===== config.mk =====
export PLATFORM = sky130hd
export DESIGN_NAME = asrv32_uart_tx_flat
export DESIGN_NICKNAME = d
export VERILOG_FILES = /design/src/rtl/asrv32_uart_tx_pkg.sv /design/src/rtl/asrv32_uart_tx_if.sv /design/src/rtl/asrv32_sync_fifo.sv /design/src/rtl/asrv32_uart_tx.sv /design/src/flat_wrapper.sv
export SDC_FILE = /design/constraint.sdc
export NUM_CORES = 1
export LEC_CHECK = 0
export ABC_AREA = 1
export CAP_MARGIN = 0
export CORE_ASPECT_RATIO = 0.6
export CORE_MARGIN = 2
export CORE_UTILIZATION = 58
export CTS_CLUSTER_DIAMETER = 40
export DETAILED_ROUTE_END_ITERATION = 8
export PLACE_DENSITY = 0.86
export SLEW_MARGIN = 0
export SYNTH_ARGS = -nofsm -noshare
export SYNTH_HDL_FRONTEND = slang
export SYNTH_SLANG_ARGS = --single-unit

===== constraint.sdc =====
create_clock -name clk -period 7.44 [get_ports clk]
set_input_delay 1.488 -clock clk [delete_from_list [all_inputs] [get_ports clk]]
set_output_delay 1.488 -clock clk [all_outputs]
set_load 0.03 [all_outputs]

===== src/rtl/asrv32_uart_tx_pkg.sv =====
// asrv32_uart_tx_pkg: register word offsets, STATUS bit indices and shifter FSM states
// shared by the UART transmitter and anything that decodes its register window.
package asrv32_uart_tx_pkg;
    localparam logic [1:0] REG_TXDATA  = 2'd0;
    localparam logic [1:0] REG_STATUS  = 2'd1;
    localparam logic [1:0] REG_BAUDDIV = 2'd2;
    localparam int ST_FULL  = 0;
    localparam int ST_EMPTY = 1;
    localparam int ST_BUSY  = 2;
    localparam int ST_OVF   = 3;
    typedef enum logic [2:0] {S_IDLE, S_START, S_DATA, S_PARITY, S_STOP} state_e;
endpackage


===== src/rtl/asrv32_uart_tx_if.sv =====
// asrv32_uart_tx_if: data-bus slave port of the UART (core store/load side).
interface asrv32_uart_tx_if;
    logic [31:0] i_data_addr;
    logic [31:0] i_data_in;
    logic [3:0]  i_wr_mask;
    logic        i_wr_en;
    logic        i_rd_en;
    logic [31:0] o_data_out;
    logic        o_ack;
    modport master (output i_data_addr, i_data_in, i_wr_mask, i_wr_en, i_rd_en,
                    input o_data_out, o_ack);
    modport slave (input i_data_addr, i_data_in, i_wr_mask, i_wr_en, i_rd_en,
                   output o_data_out, o_ack);
endinterface


===== src/rtl/asrv32_sync_fifo.sv =====
// asrv32_sync_fifo: single-clock FIFO; pushes when full and pops when empty are ignored.
module asrv32_sync_fifo #(
    parameter int WIDTH = 8,
    parameter int DEPTH = 8
) (
    input  logic                     clk,
    input  logic                     rst,
    input  logic                     push_i,
    input  logic                     pop_i,
    input  logic [WIDTH-1:0]         data_i,
    output logic [WIDTH-1:0]         data_o,
    output logic                     full_o,
    output logic                     empty_o,
    output logic [$clog2(DEPTH):0]   count_o
);
    localparam int AW = $clog2(DEPTH);
    localparam logic [AW:0] FULL = DEPTH[AW:0];
    logic [WIDTH-1:0] mem_q [DEPTH];
    logic [AW-1:0] wr_ptr_q, rd_ptr_q;
    logic [AW:0] count_q;
    logic push_ok, pop_ok;
    assign full_o  = count_q == FULL;
    assign empty_o = count_q == '0;
    assign push_ok = push_i & ~full_o;
    assign pop_ok  = pop_i & ~empty_o;
    assign data_o  = mem_q[rd_ptr_q];
    assign count_o = count_q;
    always_ff @(posedge clk)
        if (push_ok) mem_q[wr_ptr_q] <= data_i;
    // Pointers wrap for free because DEPTH is a power of two.
    always_ff @(posedge clk or posedge rst) begin
        if (rst) begin
            wr_ptr_q <= '0;
            rd_ptr_q <= '0;
            count_q  <= '0;
        end else begin
            wr_ptr_q <= wr_ptr_q + AW'(push_ok);
            rd_ptr_q <= rd_ptr_q + AW'(pop_ok);
            count_q  <= count_q + (AW+1)'(push_ok) - (AW+1)'(pop_ok);
        end
    end
endmodule


===== src/rtl/asrv32_uart_tx.sv =====
// asrv32_uart_tx: memory-mapped UART transmitter (TXDATA/STATUS/BAUDDIV), LSB-first 8N1,
// or 8E1 when ASRV32_UART_PARITY_EN is defined.
module asrv32_uart_tx #(
    parameter logic [31:0] BASE_ADDR     = 32'h8000_0000,
    parameter int          FIFO_DEPTH    = 8,
    parameter logic [15:0] BAUDDIV_RESET = 16'd434
) (
    input  logic                 clk,
    input  logic                 rst,
    asrv32_uart_tx_if.slave      bus,
    output logic                 o_tx,
    output logic                 o_irq
);
    import asrv32_uart_tx_pkg::*;
`ifdef ASRV32_UART_PARITY_EN
    localparam state_e AFTER_DATA = S_PARITY;
`else
    localparam state_e AFTER_DATA = S_STOP;
`endif
    localparam int CW = $clog2(FIFO_DEPTH) + 1;
    state_e state_q, state_d;
    logic [15:0] baud_q, baud_d, cnt_q, cnt_d;
    logic [2:0] bit_q, bit_d;
    logic [7:0] byte_q, byte_d, head;
    logic ovf_q, ovf_d, ack_q, irq_q;
    logic [31:0] rdata_q, rdata;
    logic [CW-1:0] count;
    logic in_win, wr, rd, push, pop, full, empty, busy, bit_end, unused_ok;
    logic [1:0] off;
    assign in_win    = bus.i_data_addr[31:4] == BASE_ADDR[31:4];
    assign off       = bus.i_data_addr[3:2];
    assign wr        = bus.i_wr_en & in_win;
    assign rd        = bus.i_rd_en & in_win;
    assign push      = wr && off == REG_TXDATA && bus.i_wr_mask[0];
    assign busy      = state_q != S_IDLE;
    assign bit_end   = cnt_q == '0;
    assign unused_ok = ^{bus.i_data_addr[1:0], bus.i_data_in[31:16], bus.i_wr_mask[3:1]};
    asrv32_sync_fifo #(.WIDTH(8), .DEPTH(FIFO_DEPTH)) u_fifo (
        .clk(clk), .rst(rst), .push_i(push), .pop_i(pop), .data_i(bus.i_data_in[7:0]),
        .data_o(head), .full_o(full), .empty_o(empty), .count_o(count)
    );
    always_ff @(posedge clk or posedge rst) begin
        if (rst) begin
            state_q <= S_IDLE;
            cnt_q   <= '0;
            bit_q   <= '0;
            byte_q  <= '0;
            baud_q  <= BAUDDIV_RESET;
            ovf_q   <= 1'b0;
            ack_q   <= 1'b0;
            rdata_q <= '0;
            irq_q   <= 1'b1;
        end else begin
            state_q <= state_d;
            cnt_q   <= cnt_d;
            bit_q   <= bit_d;
            byte_q  <= byte_d;
            baud_q  <= baud_d;
            ovf_q   <= ovf_d;
            ack_q   <= wr | rd;
            rdata_q <= rd ? rdata : '0;
            irq_q   <= count == '0 && !busy;
        end
    end
    // Bit counter reloads at every boundary from the baud value in force then,
    // so a mid-frame BAUDDIV write only affects the following bits.
    always_comb begin
        pop    = !empty && (state_q == S_IDLE || (state_q == S_STOP && bit_end));
        cnt_d  = (busy && !bit_end) ? cnt_q - 16'd1 : baud_q - 16'd1;
        byte_d = pop ? head : byte_q;
        bit_d  = (state_q == S_DATA && bit_end) ? bit_q + 3'd1 : bit_q;
        state_d = state_q;
        case (state_q)
            S_IDLE:   state_d = pop ? S_START : S_IDLE;
            S_START:  state_d = bit_end ? S_DATA : S_START;
            S_DATA:   state_d = (bit_end && bit_q == 3'd7) ? AFTER_DATA : S_DATA;
            S_PARITY: state_d = bit_end ? S_STOP : S_PARITY;
            S_STOP:   state_d = bit_end ? (pop ? S_START : S_IDLE) : S_STOP;
            default:  state_d = S_IDLE;
        endcase
    end
    always_comb begin
        o_tx = state_q == S_START ? 1'b0 :
               state_q == S_DATA  ? byte_q[bit_q] :
               state_q == S_PARITY ? ^byte_q : 1'b1;
    end
    always_comb begin
        rdata = '0;
        if (off == REG_STATUS) begin
            rdata[ST_FULL]  = full;
            rdata[ST_EMPTY] = empty;
            rdata[ST_BUSY]  = busy;
            rdata[ST_OVF]   = ovf_q;
        end
        if (off == REG_BAUDDIV) rdata[15:0] = baud_q;
        baud_d = (wr && off == REG_BAUDDIV) ?
                 (bus.i_data_in[15:0] == '0 ? 16'd1 : bus.i_data_in[15:0]) : baud_q;
        ovf_d  = (push && full) || (ovf_q && !(wr && off == REG_STATUS && bus.i_data_in[ST_OVF]));
    end
    assign bus.o_ack      = ack_q;
    assign bus.o_data_out = rdata_q;
    assign o_irq          = irq_q;
endmodule

===== src/flat_wrapper.sv =====
// flat-port wrapper written by rule: the top's interface ports become plain ports
module asrv32_uart_tx_flat import asrv32_uart_tx_pkg::*;
#(
    parameter logic [31:0] BASE_ADDR     = 32'h8000_0000,
    parameter int          FIFO_DEPTH    = 8,
    parameter logic [15:0] BAUDDIV_RESET = 16'd434
)
  (clk, rst, o_tx, o_irq, bus_i_data_addr, bus_i_data_in, bus_i_wr_mask, bus_i_wr_en, bus_i_rd_en, bus_o_data_out, bus_o_ack);
  asrv32_uart_tx_if bus_i ();
  input  logic clk;
  input  logic rst;
  output logic o_tx;
  output logic o_irq;
  input wire logic [$bits(bus_i.i_data_addr)-1:0] bus_i_data_addr;
  input wire logic [$bits(bus_i.i_data_in)-1:0] bus_i_data_in;
  input wire logic [$bits(bus_i.i_wr_mask)-1:0] bus_i_wr_mask;
  input wire logic [$bits(bus_i.i_wr_en)-1:0] bus_i_wr_en;
  input wire logic [$bits(bus_i.i_rd_en)-1:0] bus_i_rd_en;
  output wire logic [$bits(bus_i.o_data_out)-1:0] bus_o_data_out;
  output wire logic [$bits(bus_i.o_ack)-1:0] bus_o_ack;
  assign bus_i.i_data_addr = bus_i_data_addr;
  assign bus_i.i_data_in = bus_i_data_in;
  assign bus_i.i_wr_mask = bus_i_wr_mask;
  assign bus_i.i_wr_en = bus_i_wr_en;
  assign bus_i.i_rd_en = bus_i_rd_en;
  assign bus_o_data_out = bus_i.o_data_out;
  assign bus_o_ack = bus_i.o_ack;
  asrv32_uart_tx #(.BASE_ADDR(BASE_ADDR), .FIFO_DEPTH(FIFO_DEPTH), .BAUDDIV_RESET(BAUDDIV_RESET)) u_core (.clk(clk), .rst(rst), .bus(bus_i), .o_tx(o_tx), .o_irq(o_irq));
endmodule

**Yosys cells after proc, flatten, opt, wreduce, memory -nomap -nowiden**

Memory sizes are Yosys's and may differ from the RTL's. A register that Yosys moved wholly into a read port is not among the register bits.
Index checks and enable logic that the tools add are counted.

- Register bits: 83
- RAM bits: 64
- Input port bits: 72
- Output and inout bits: 35
- Logic and storage cells: 80
- Memories: 1

- $add $sub $neg: 7
- Order comparisons: 1
- Eq/ne operators: 9
- Mux-type cells: 18
- Bitwise gates (word level): 7
- Reductions and logical operators: 26

Memories:

| memory | depth | bits a word | rd ports | clocked after Yosys merged registers in | write ports | RTL line | source |
|---|---|---|---|---|---|---|---|
| u_core.u_fifo.mem_q | 8 | 8 | 1 | 1 | 1 | asrv32_sync_fifo.sv:18 | `logic [WIDTH-1:0] mem_q [DEPTH];` |

Operator list:

| kind | number |
|---|---|
| $mux 16 | 4 |
| $logic_not 16->1 | 2 |
| $sub 16x1->16 const B | 2 |
| $eq 28x28->1 const B | 1 |
| $pmux 3 s5 | 1 |
| $logic_and 1x1->1 | 13 |
| $mux 3 | 3 |
| $reduce_xor 8->1 | 1 |
| $mux 1 | 7 |
| $add 3x1->3 | 2 |
| $eq 3x2->1 const B | 2 |
| $eq 3x3->1 const B | 2 |
| $add 4x1->4 | 1 |
| $and 1x1->1 | 4 |
| $eq 4x4->1 const B | 1 |
| $logic_not 1->1 | 4 |
| $logic_not 4->1 | 1 |
| $lt 3x4->1 const B | 1 |
| $mux 4 | 1 |
| $sub 4x1->4 | 1 |
| $add 3x1->3 const B | 1 |
| $bmux 1 s3 | 1 |
| $eq 3x1->1 const B | 1 |
| $logic_not 3->1 | 1 |
| 8 further kinds | 10 |

**Longest topological paths before layout**

- Word-level depth: 7
- Depth in mapped cells: 15
- Gate-level depth less buffers: 14

**Modules after synthesis**

A second synthesis with hierarchy kept.

- Cell total of the unflattened synthesis: 803
- Area total of the unflattened synthesis: 7106.8 um2

Modules (own cells, without submodules):

| module | times used | cells an instance | area an instance (um2) | seq. area each (um2) |
|---|---|---|---|---|
| asrv32_uart_tx | 1 | 465 | 3672.3 | 1634.1 |
| asrv32_sync_fifo | 1 | 338 | 3434.5 | 2172.1 |

**Worst setup path after synthesis**

OpenSTA, ideal clock, no wires.

- Kind: input to register
- Start: in bus_i_data_addr[13]
- End: reg u_core.u_fifo.count_q[2], in the netlist u_core.u_fifo.count_o[2]
- Setup time: 0.123 ns
- Data arrival time: 3.326 ns
- Data required time: 7.317 ns
- Slack: 3.991 ns
- Stages on the path: 12
- Buffers on the path: 0
- Cell sequence: nor4_1 > nand3_1 > nor2_1 > nand3_1 > nor2_1 > nand2_1 > ha_1 > inv_1 > ha_1 > inv_1 > fa_1 > xnor2_1

- Word-level cells in the longest chain between the ends: 7

Ends and longest elaborated chain:

| item | RTL line | source |
|---|---|---|
| start: declaration | flat_wrapper.sv:14 | `input wire logic [$bits(bus_i.i_data_addr)-1:0] bus_i_data_addr;` |
| $eq 28x28->1 | asrv32_uart_tx.sv:30 | `assign in_win = bus.i_data_addr[31:4] == BASE_ADDR[31:4];` |
| $and 1x1->1 | asrv32_uart_tx.sv:32 | `assign wr = bus.i_wr_en & in_win;` |
| $logic_and 1x1->1 (2 in a row) | asrv32_uart_tx.sv:34 | `assign push = wr && off == REG_TXDATA && bus.i_wr_mask[0];` |
| $and 1x1->1 | asrv32_sync_fifo.sv:24 | `assign push_ok = push_i & ~full_o;` |
| $add 4x1->4 | asrv32_sync_fifo.sv:39 | `count_q <= count_q + (AW+1)'(push_ok) - (AW+1)'(pop_ok);` |
| $sub 4x1->4 | asrv32_sync_fifo.sv:39 |  |
| end signal: assignment | asrv32_sync_fifo.sv:39 |  |
| end: declaration | asrv32_sync_fifo.sv:20 | `logic [AW:0] count_q;` |

No other way between the ends.
A chain may end at the register's enable or synchronous reset.

**Worst setup path after layout**

- Start: reg u_core.bit_q[0]
- End: out o_tx

- Word-level cells in the longest chain between the ends: 4

Ends and longest elaborated chain:

| item | RTL line | source |
|---|---|---|
| start: declaration | asrv32_uart_tx.sv:23 | `logic [2:0] bit_q, bit_d;` |
| start signal: assignment | asrv32_uart_tx.sv:56 | `bit_q <= bit_d;` |
| $bmux 1 s3 | asrv32_uart_tx.sv:84 | `state_q == S_DATA ? byte_q[bit_q] :` |
| $mux 1 (implied by the code) | asrv32_uart_tx.sv:84 |  |
| $mux 1 | asrv32_uart_tx.sv:84 |  |
| $mux 1 | asrv32_uart_tx.sv:83 | `o_tx = state_q == S_START ? 1'b0 :` |
| end: declaration | flat_wrapper.sv:12 | `output logic o_tx;` |

No other way between the ends. The select of a mux whose other input is x is not followed.

==> flow_summary.toml <==
[status]
outcome = "finished, final reports clean"

[floorplanning]
ios = 107
rows = 29
start_util_pct = 60.4
die_area_sq_um = 12000
coreArea_sq_um = 10700
die_h_um = 85.8
fp.dieW_um = 140

[logic_synthesis]
synth_seq_cells = 139
yosysSeqAreaShare_pct = 58.9
yosys_warnings = 0
async_flop_share_pct = 54.0
synth_top_family_by_area = "simple AND/OR/NAND/NOR gates"
syn_inst = 669
netlist_area_sq_um = 6470
synth_edf_count = 64
synth_compound_area_share_pct = 6.38
synth.avg_cell_area_sq_um = 9.67
synth_xor_xnor_area_share_pct = 2.30
synthFlopType = "dfrtp_1"
ys_types = 37
muxShareOfSynthArea_pct = 0
synthAdderAreaFrac_pct = 2.82
synthSimpleGateAreaFrac_pct = 23.4

[route]
drtPass1Iterations = 6
drt_iter0_drc = 583
wirelength_mm = 16.1
drc = 0
routed_via_density = 5.86
dr_total_vias = 5205
drtAntennaViolNets = 0
wl_per_cell_um = 18.1

[placement]
finalWeightedCongestion = 0.947
pre_cts_ws_ns = 3.16
hpwl_mm = 10.6
place_inst = 856
port_buffers = 69

[pwr]
switchingPower_uw = 360
p_leak_uw = 0.00318
comb_power_share_pct = 3.5
switching_share_pct = 20.8
seq_power_share_pct = 46.5
clkPwrFrac_pct = 50.0
p_int_uw = 1370
powerDensity_nw_per_um2 = 222
peakVddDrop_v = 0.000169

[global_route]
grt-ovfl-total = 0
first_global_vias = 5056
grt_pass1_wl_mm = 25.5
grt_max_degree = 76
antenna_found_initial = 0
grt_usage_pct = 28.0
met2_usage_pct = 45.5
met1_usage_pct = 36.8
top_usage_layer = "met2"
met3_usage_pct = 8.71

[critical_path]
start_kind = "flip-flop"
worst-path-max-fanout = 7
regToRegEndpoint = "u_core.u_fifo.count_o[2]"
cpMostUsedCell = "nand2_1"
rr_startpoint = "u_core.cnt_q[3]"
cpPeakStageDelay_ns = 0.67
rrSetupSlack_ns = 4.23
cp_cell_sequence = "inv_1 -> nand2_1 -> a22oi_1 -> nand2_1 -> o311ai_0 -> o21a_1 -> clkdlybuf4s50_1"
critPathSlowestCell = "clkdlybuf4s50_1"
criticalPathCategory = "reg -> out"
rr_worst_depth = 13
required_ns = 5.95
setup.worst_path.end_class = "output port"
crit_arrival_ns = 2.51

[cells_and_area]
layout_commonest_cell = "nand2_1"
multiInputGateArea_sq_um = 2320
final_cells = 888
area_growth_pct = 20.4
drive_above_1_share_pct = 7.88
n_fill_cell = 686
fin_nets = 822
n_antenna_cell = 0
seq_area_sq_um = 3810
final_cell_mix = "nand2_1, nor2_1, clkdlybuf4s50_1, dfrtp_1, edfxtp_1"
fin_util_pct = 72.7

[clock_tree]
cts_sinks = 139
clkTransAtPathRegs_ns = 0.06
ctsHoldBuffers = 0
cts_tree = "built"
htree_levels = 4
cts_resized = 0
numCtsBuffers = 17
clockBufferDepth = 2
cts_root_buf = "clkbuf_16"
cts_setup_buffers = 0
clk_latency_ns = 0.42

[sta]
tightest_slew_ns = 1.06
slew_viol_final = 0
final.min_clock_period_ns = 4.00
skew_ns = 0.00850
setup_tns_ns = 0
final.period_utilization_pct = 53.7
timing.fmax_mhz = 250
setup_viol = 0
rsz0062_at_grt = "no"
finalHoldViolations = 0
layout_setup_ws_ns = 3.44
maxSlewHeadroom_pct = 29.3

[hold_path]
hp-start = "u_core.baud_q[8]"
hold_class = "reg -> reg"
min_to = "u_core.baud_q[8]"
holdPathStages = 2

[job]
max-cap-violations = 0
-- through the flow --
step           hold slack (ns)  power [uW]  instance area [sq um]
2_1_floorplan            0.442         848                   6520
3_3_place_gp             0.454         878                   7180
3_5_place_dp             0.460         880                   7180
4_1_cts                  0.475        1730                   7780
5_1_grt                  0.499        1770                   7780
6_report                 0.480        1730                   7780
-- power by group through the flow --
stage          Clock, uW  Combinational (uW)  Sequential, uW
3_3_place_gp           0                58.5             820
6_report             867                60.1             805
2_1_floorplan          0                28.1             820
5_1_grt              900                65.0             804
3_5_place_dp           0                60.1             820
4_1_cts              867                60.2             805
-- worst max-delay path: cells and delay by family (launching register included) --
kind,cells,cell delay (ns)
buf+inv,2,0.84
flops,1,0.47
simple gates,2,0.17
compound gates,3,0.61
-- sequential cells by signal, indices dropped and copies added, names as in the netlist, 3 cells and up --
signal	count
u_core.baud_q	16
u_core.bit_q	3
u_core.bus.o_data_out	16
u_core.byte_q	8
u_core.cnt_q	16
u_core.state_q	3
u_core.u_fifo.count_o	4
u_core.u_fifo.mem_q	64
u_core.u_fifo.rd_ptr_q	3
u_core.u_fifo.wr_ptr_q	3
-- Yosys cell counts (9+ instances only) --
| master | instances | share of area, % |
|---|---|---|
| nor4_1 | 9 | 0.87 |
| xor2_1 | 11 | 1.5 |
| inv_1 | 44 | 2.6 |
| a21oi_1 | 9 | 0.70 |
| clkbuf_1 | 14 | 0.81 |
| nor2_1 | 114 | 6.6 |
| nand2_1 | 153 | 8.9 |
| o32ai_1 | 16 | 2.2 |
| ha_1 | 13 | 2.5 |
| buf_4 | 18 | 2.1 |
| edfxtp_1 | 64 | 30 |
| dfrtp_1 | 69 | 27 |
| o21ai_0 | 23 | 1.8 |
| nand3_1 | 42 | 3.3 |
-- logic make-up (layout without fill, tap and decap cells) --
group | Yosys count | after routing
and+or+nand+nor | 350 | 350
DFF | 139 | 139
buffers and inverters | 84 | 149
AOI/OAI and AO/OA | 64 | 64
xor gates and xnor gates | 17 | 17
adders and majority gates | 14 | 14
other | 1 | 16
-- worst max-delay path by stage --
stage | start | to | slack [ns] | cells past startpoint
global placement | bus_i_data_addr[13] | u_core.u_fifo.count_o[2] | 3.27 | 13
finish | u_core.bit_q[0] | o_tx | 3.44 | 7
global route | u_core.bit_q[0] | o_tx | 3.30 | 7
CTS | u_core.bit_q[0] | o_tx | 3.48 | 7
floorplan | bus_i_data_addr[13] | u_core.u_fifo.count_o[2] | 3.99 | 12
detailed placement | bus_i_data_addr[13] | u_core.u_fifo.count_o[2] | 3.16 | 13
-- layout make-up --
cell class / instances / area share (%)
well taps: 139 / 2.23
clock inverters: 10 / 1.45
repair buffers: 71 / 9.06
clock buffers: 22 / 6.38
multi-input cells: 461 / 29.8
flip-flops and latches: 139 / 48.9
inverters: 46 / 2.22
-- per-layer routing --
metal | vias to the layer above | part of all wire [%]
met4 | 0 | 1.7
met2 | 361 | 47
met5 | - | 0
met1 | 2471 | 41
li1 | 2335 | -
met3 | 38 | 11
Note: power is estimated with default switching activity, not from simulation.
